==> src/rtl/reg_dump_reader.sv <==
// Debug register-file dumper: snapshots each register in address order and
// streams it out as little-endian bytes over a valid/ready byte interface.
module reg_dump_reader #(
    parameter int unsigned NUM_REGS = 32,
    parameter int unsigned ADDR_W   = 5,
    parameter int unsigned DATA_W   = 32
) (
    input  logic              clk,
    input  logic              rst_n,
    input  logic              start,
    output logic              busy,
    output logic              done,
    output logic [ADDR_W-1:0] rd_addr,
    input  logic [DATA_W-1:0] rd_data,
    output logic              out_valid,
    input  logic              out_ready,
    output logic [7:0]        out_byte,
    output logic              out_last
);

    localparam int unsigned LAST_ADDR = NUM_REGS - 1;

    typedef enum logic [1:0] {IDLE, LOAD, SEND, DONE} state_t;

    state_t            state;
    logic [ADDR_W-1:0] addr;
    logic [1:0]        byte_idx;
    logic [DATA_W-1:0] word;

    logic       at_last_addr_c;
    logic       handshake_c;
    logic [1:0] next_idx_c;

    assign at_last_addr_c = (addr == ADDR_W'(LAST_ADDR));
    assign handshake_c    = out_valid && out_ready;
    assign next_idx_c     = byte_idx + 2'd1;
    assign rd_addr        = addr;

    // Single FSM; every output is a flop so the byte port stays glitch-free.
    always_ff @(posedge clk or negedge rst_n) begin
        if (!rst_n) begin
            state     <= IDLE;
            addr      <= '0;
            byte_idx  <= '0;
            word      <= '0;
            busy      <= 1'b0;
            done      <= 1'b0;
            out_valid <= 1'b0;
            out_last  <= 1'b0;
            out_byte  <= '0;
        end else begin
            case (state)
                IDLE: begin
                    busy      <= 1'b0;
                    done      <= 1'b0;
                    out_valid <= 1'b0;
                    out_last  <= 1'b0;
                    if (start) begin
                        addr  <= '0;
                        busy  <= 1'b1;
                        state <= LOAD;
                    end
                end
                LOAD: begin
                    // Snapshot point: later register-file writes cannot leak into this word.
                    word      <= rd_data;
                    byte_idx  <= 2'd0;
                    out_byte  <= rd_data[7:0];
                    out_valid <= 1'b1;
                    out_last  <= 1'b0;
                    state     <= SEND;
                end
                SEND: begin
                    if (handshake_c) begin
                        if (byte_idx != 2'd3) begin
                            byte_idx <= next_idx_c;
                            out_byte <= 8'(word >> {next_idx_c, 3'b000});
                            out_last <= at_last_addr_c && (next_idx_c == 2'd3);
                        end else begin
                            out_valid <= 1'b0;
                            out_last  <= 1'b0;
                            if (at_last_addr_c) begin
                                done  <= 1'b1;
                                state <= DONE;
                            end else begin
                                addr  <= addr + ADDR_W'(1);
                                state <= LOAD;
                            end
                        end
                    end
                end
                DONE: begin
                    done  <= 1'b0;
                    busy  <= 1'b0;
                    addr  <= '0;
                    state <= IDLE;
                end
                default: state <= IDLE;
            endcase
        end
    end

endmodule

==> config.mk <==
export PLATFORM = sky130hd
export DESIGN_NAME = reg_dump_reader
export DESIGN_NICKNAME = d
export VERILOG_FILES = /design/src/rtl/reg_dump_reader.sv
export SDC_FILE = /design/constraint.sdc
export NUM_CORES = 1
export LEC_CHECK = 0
export CORE_MARGIN = 1
export CORE_UTILIZATION = 40
export DETAILED_ROUTE_END_ITERATION = 10
export DONT_BUFFER_PORTS = 1
export SLEW_MARGIN = 20
export SYNTH_ARGS = -nofsm -noshare
export SYNTH_HDL_FRONTEND = slang
export SYNTH_SLANG_ARGS = --single-unit
==> constraint.sdc <==
create_clock -name clk -period 3.7 [get_ports clk]
set_input_delay 0.74 -clock clk [delete_from_list [all_inputs] [get_ports clk]]
set_output_delay 0.74 -clock clk [all_outputs]
set_load 0.02 [all_outputs]
Word-level counts from Yosys, hierarchy flattened
Index checks and enable logic that the tools add are counted.
{ "word_totals": {"ff_bits": 53, "inputBits": 36} }
{ "op_classes": {"n_addsub": 2, "n_eq_ne": 12, "shifts": 1, "mux": 28, "n_reduce_logical": 17} }
{ "ops": {"columns": ["cell", "n"], "rows": [
  ["$shr 32x5->8", 1],
  ["$mux 5", 4],
  ["$mux 8", 2],
  ["$pmux 8 s2", 1],
  ["$pmux 5 s3", 1],
  ["$ne 2x2->1 const B", 7],
  ["$mux 2", 6],
  ["$reduce_and 3->1", 3],
  ["$mux 1", 8],
  ["$pmux 2 s4", 1],
  ["$reduce_bool 2->1", 4],
  ["$eq 2x2->1 const B", 3],
  ["$pmux 1 s2", 3],
  ["$reduce_bool 3->1", 2],
  ["$add 5x1->5 const B", 1],
  ["$eq 5x5->1 const B", 1],
  ["$reduce_and 5->1", 1],
  ["$pmux 2 s2", 1],
  ["$reduce_and 4->1", 1],
  ["$reduce_or 2->1", 2],
  ["$pmux 1 s3", 1],
  ["$add 2x1->2 const B", 1],
  ["$eq 2x1->1 const B", 1],
  ["$logic_and 1x1->1", 2],
  ["2 further kinds", 2]
]} }

Logic depth before layout (Yosys ltp)
{ "logic_depth": {"ltp_word": 6, "mapped_depth": 8} }

Least setup slack after synthesis
OpenSTA, ideal clock, no wires.
{ "synth_timing": {"path_type": "reg-to-reg", "startpoint": "register byte_idx[0]", "endpoint": "register out_byte[0]", "setup_time_ns": 0.125, "t_arrival_ns": 1.913, "t_required_ns": 3.575, "setup_slack_ns": 1.663, "path_stages_with_launch": 9, "n_path_buf": 3, "cell_sequence": "dfrtp_1 > buf_2 > buf_2 > inv_1 > ha_1 > nand2b_1 > clkbuf_1 > o221ai_1 > mux2_2"} }
{ "synth_between": {"elab_chain_cells": 5, "word_cells_on_any_way": 8} }
{ "synth_lines": {"columns": ["item", "line", "text"], "rows": [
  ["from (decl)", "27", "logic [1:0] byte_idx;"],
  ["from (signal assigned)", "76", "byte_idx <= next_idx_c;"],
  ["$add 2x1->2", "36", "assign next_idx_c = byte_idx + 2'd1;"],
  ["$shr 32x5->8", "77", "out_byte <= 8'(word >> {next_idx_c, 3'b000});"],
  ["$mux 8", "75", "if (byte_idx != 2'd3) begin"],
  ["$mux 8", "74", "if (handshake_c) begin"],
  ["$pmux 8 s2", "52", "case (state)"],
  ["to (signal assigned)", "68", "out_byte <= rd_data[7:0];"],
  ["to (signal assigned)", "77", null],
  ["to (decl)", "17", "output logic [7:0] out_byte,"]
]} }
Parallel ways exist; a longest one is shown, timed or not. The select of a mux whose other input is x is not followed.
A chain may end at the register's enable or synchronous reset.

Worst setup path after layout
{ "layout_timing": {"startpoint": "register state[0]", "endpoint": "register addr[2] (netlist: rd_addr[2])"} }
{ "layout_between": {"elab_chain_cells": 3, "word_cells_on_any_way": 10} }
{ "layout_lines": {"columns": ["item", "line", "text"], "rows": [
  ["from (decl)", "25", "state_t state;"],
  ["from (signal assigned)", "42", "state <= IDLE;"],
  ["from (signal assigned)", "61", "state <= LOAD;"],
  ["from (signal assigned)", "71", "state <= SEND;"],
  ["$eq 2x2->1 or $logic_not 2->1 (tied branches)", "52", null],
  ["$ne 2x2->1 (no line) or $reduce_bool 3->1 (tied branches)", null, null],
  ["$reduce_and 5->1 (no line)", null, null],
  ["to (signal assigned)", "86", "addr <= addr + ADDR_W'(1);"],
  ["to (decl)", "26", "logic [ADDR_W-1:0] addr;"]
]} }
Parallel ways exist; a longest one is shown, timed or not.

==> impl_metrics.env <==
export IMPL_outcome="complete, no violations"
export IMPL_htreeDepth=2
export IMPL_clock_skew_ns=0.00621
export IMPL_vias=1612
export IMPL_arrival_ns=2.42
export IMPL_max_vdd_ir_drop_uv=215
export IMPL_pwr_share_seq_pct=62.9
export IMPL_p_per_area_nw_per_um2=328
export IMPL_post_dp_cell_area_sq_um=2710
export IMPL_cts_buffers=5
export IMPL_cts_root_buf="clkbuf_8"
export IMPL_synthesis_nets=254
export IMPL_grt_max_degree=54
export IMPL_synth_area_leaders="dfrtp_1, mux2_2, mux2i_1"
export IMPL_critPathKind="reg2reg"
export IMPL_drtIter0Drc=70
export IMPL_post_cts_setup_buffers=0
export IMPL_fmax_ghz=0.451
export IMPL_synth_common_cells="dfrtp_1, mux2_2, mux2i_1, nand2b_1, ha_1"
export IMPL_grt_overflow_total=0
export IMPL_synth_edff_count=0
export IMPL_fin_crit_ns=2.22
export IMPL_ys_seq_area_share_pct=49.8
export IMPL_fin_ws_ns=1.48
export IMPL_synth_most_common_cell="dfrtp_1"
export IMPL_cap_violations=0
export IMPL_hold_viol=0
export IMPL_die_w_um=83.6
export IMPL_grt_util_all_layers_pct=16.0
export IMPL_core_sq_um=6390
export IMPL_ys_async_sr_fraction_pct=100
export IMPL_combPwrFrac_pct=0
export IMPL_wire_per_inst_um=18.6
export IMPL_swShare_pct=22.1
export IMPL_critPathMaxFanout=15
export IMPL_slew_viol_final=0
export IMPL_switchingPower_mw=0.203
export IMPL_start_util_pct=41.7
export IMPL_synth_seq_cells=53
export IMPL_synth_top_area_share_pct=49.8
export IMPL_ys_warn_count=0
export IMPL_synth_ff_type="dfrtp_1"
export IMPL_place_gp_congestion=0.768
export IMPL_grt_pass1_vias=1677
export IMPL_rows=29
export IMPL_slew_limit_headroom_pct=41.9
export IMPL_cts_sinks=53
export IMPL_cts_tree="yes"
export IMPL_layout_nets=249
export IMPL_finalSetupViolCount=0
export IMPL_clockPowerShare_pct=37.1
export IMPL_ant_nets=0
export IMPL_port_buffer_count=0
export IMPL_hold_class="in2async"
export IMPL_dieArea_sq_um=6990
export IMPL_nFillCells=606
export IMPL_p_leak_nw=1.26
export IMPL_syn_area_per_cell_sq_um=12.8
export IMPL_synthToLayoutAreaGrowth_pct=5.21
export IMPL_clockBufferDepth=2
export IMPL_rsz0062_at_grt="no"
export IMPL_crit_required_ns=3.91
export IMPL_clk_latency_ns=0.31
export IMPL_drive_above_1_share_pct=26.8
export IMPL_end_kind="register"
export IMPL_cts_clk_slew_worst_paths_ns=0.10
export IMPL_synthesis_area_sq_um=2670
export IMPL_pin_count=53
export IMPL_antenna_found_initial=0
export IMPL_stdcell_area_sq_um=2800
export IMPL_grt_pass1_wl_um=8750
export IMPL_synth_cells=209
export IMPL_cts_hold_fix_buffers=0
export IMPL_remaining_drc_errors=0
export IMPL_fin_crit_sh_pct=59.9
export IMPL_synth_area_leader_cell="dfrtp_1"
export IMPL_setup_tns_ns=0
export IMPL_n_antenna_cell=0
export IMPL_synth_cell_types=35
export IMPL_p_int_mw=0.718
export IMPL_first_pass_iters=4
export IMPL_die_h_um=83.6
export IMPL_pre_cts_slack_ns=1.49
export IMPL_worst_pin_slew_ns=0.872
export IMPL_dp_hpwl_um=3630
export IMPL_cp_start_kind="register"
export IMPL_drt_total_wl_um=5230
export IMPL_vias_per_cell=5.72
export IMPL_cts_repair_resize_count=0
-- per-stage QoR --
stage	std cells	total power [mW]	util (%)	hold slack [ns]
global placement	274	0.591	42.4	0.446
detailed placement	274	0.591	42.4	0.446
global route	282	0.964	43.9	0.0799
floorplan	209	0.592	-	0.444
finish	282	0.921	43.9	0.109
CTS	282	0.938	43.9	0.0966
-- flip-flops by register name (all words and copies together), names as in the netlist, 2 cells and up --
name      flops
byte_idx      2
out_byte      8
rd_addr       5
state         2
word         32
-- power by group through the flow --
stage               sequential [mW]  combinational, mW  clock (mW)
floorplan                     0.590            0.00167           0
global placement              0.590           0.000380           0
detailed placement            0.590           0.000380           0
CTS                           0.579           0.000380       0.359
global route                  0.579           0.000380       0.385
finish                        0.579           0.000380       0.342
-- area by class of cell --
type | instances | area [sq um] | share of cell area [%]
Sequential cell | 53 | 1330 | 47.3
Multi-Input combinational cell | 137 | 1250 | 44.7
Tap cell | 77 | 96.3 | 3.44
Clock buffer | 5 | 68.8 | 2.45
Clock inverter | 3 | 25.0 | 0.892
Inverter | 5 | 18.8 | 0.669
Timing Repair Buffer | 2 | 15.0 | 0.535
-- final timing paths --
| kind | from | end | slack, ns | cells after the start |
|---|---|---|---|---|
| worst max-delay path | state[0] | rd_addr[2] | 1.48 | 6 |
| min in group clk | word[25] | word[25] | 0.52 | 1 |
| worst min-delay path | rst_n | rd_addr[3] | 0.11 | 0 |
| worst max register to register | state[0] | rd_addr[2] | 1.48 | 6 |
| max in group asynchronous | rst_n | word[28] | 3.49 | 0 |
| worst min register to register | word[25] | word[25] | 0.52 | 1 |
-- critical path, stage by stage (launching register included) --
cell,delay [ns]
dfrtp_1,0.43
inv_1,0.10
ha_1,0.32
buf_4,0.23
a21boi_1,0.21
or4_4,0.51
o311ai_1,0.30
-- cell families (layout without fill, tap and decap cells) --
family	after synthesis	in the layout	share of synthesized area, %
flip-flops	53	53	49.8
AO/OA/AOI/OAI	31	31	9.91
multiplexers	59	59	24.0
buffers and inverters	19	15	3.29
AND/OR/NAND/NOR	38	38	8.78
adder cells (fa/ha/maj)	9	9	4.23
-- cell usage in the layout, fill, tap and decap left out --
cell        count
inv_6           2
nor2b_1         1
nand3b_1        3
o311ai_1        1
buf_4           2
a21o_1          1
inv_1           5
and3_1          1
nor3_1          2
dfrtp_1        53
a21oi_1         2
nand4b_1        1
mux2_2         40
o22a_1          1
clkbuf_8        5
nor2_1          3
nand2_1         5
and4bb_2        1
a21boi_1        2
o21ai_0         3
nand4_1         1
o41ai_1         6
or3_1           2
mux2i_1        19
nand2b_1       11
a32oi_4         1
o221ai_1        8
nand3_1         5
ha_2            1
clkinvlp_4      1
ha_1            8
o211ai_1        4
or4_4           1
a22o_1          1
o32a_1          1
nor2b_4         1
-- routing by layer --
metal  global-route usage (%)  wire length [um]  vias to the layer above
li1                         -                 -                      767
met1                     21.8              2390                      808
met2                     24.1              2450                       30
met3                     4.75               291                        7
met4                     5.55               104                        0
met5                        0                 0                        -
Note: power is estimated with default switching activity, not from simulation.
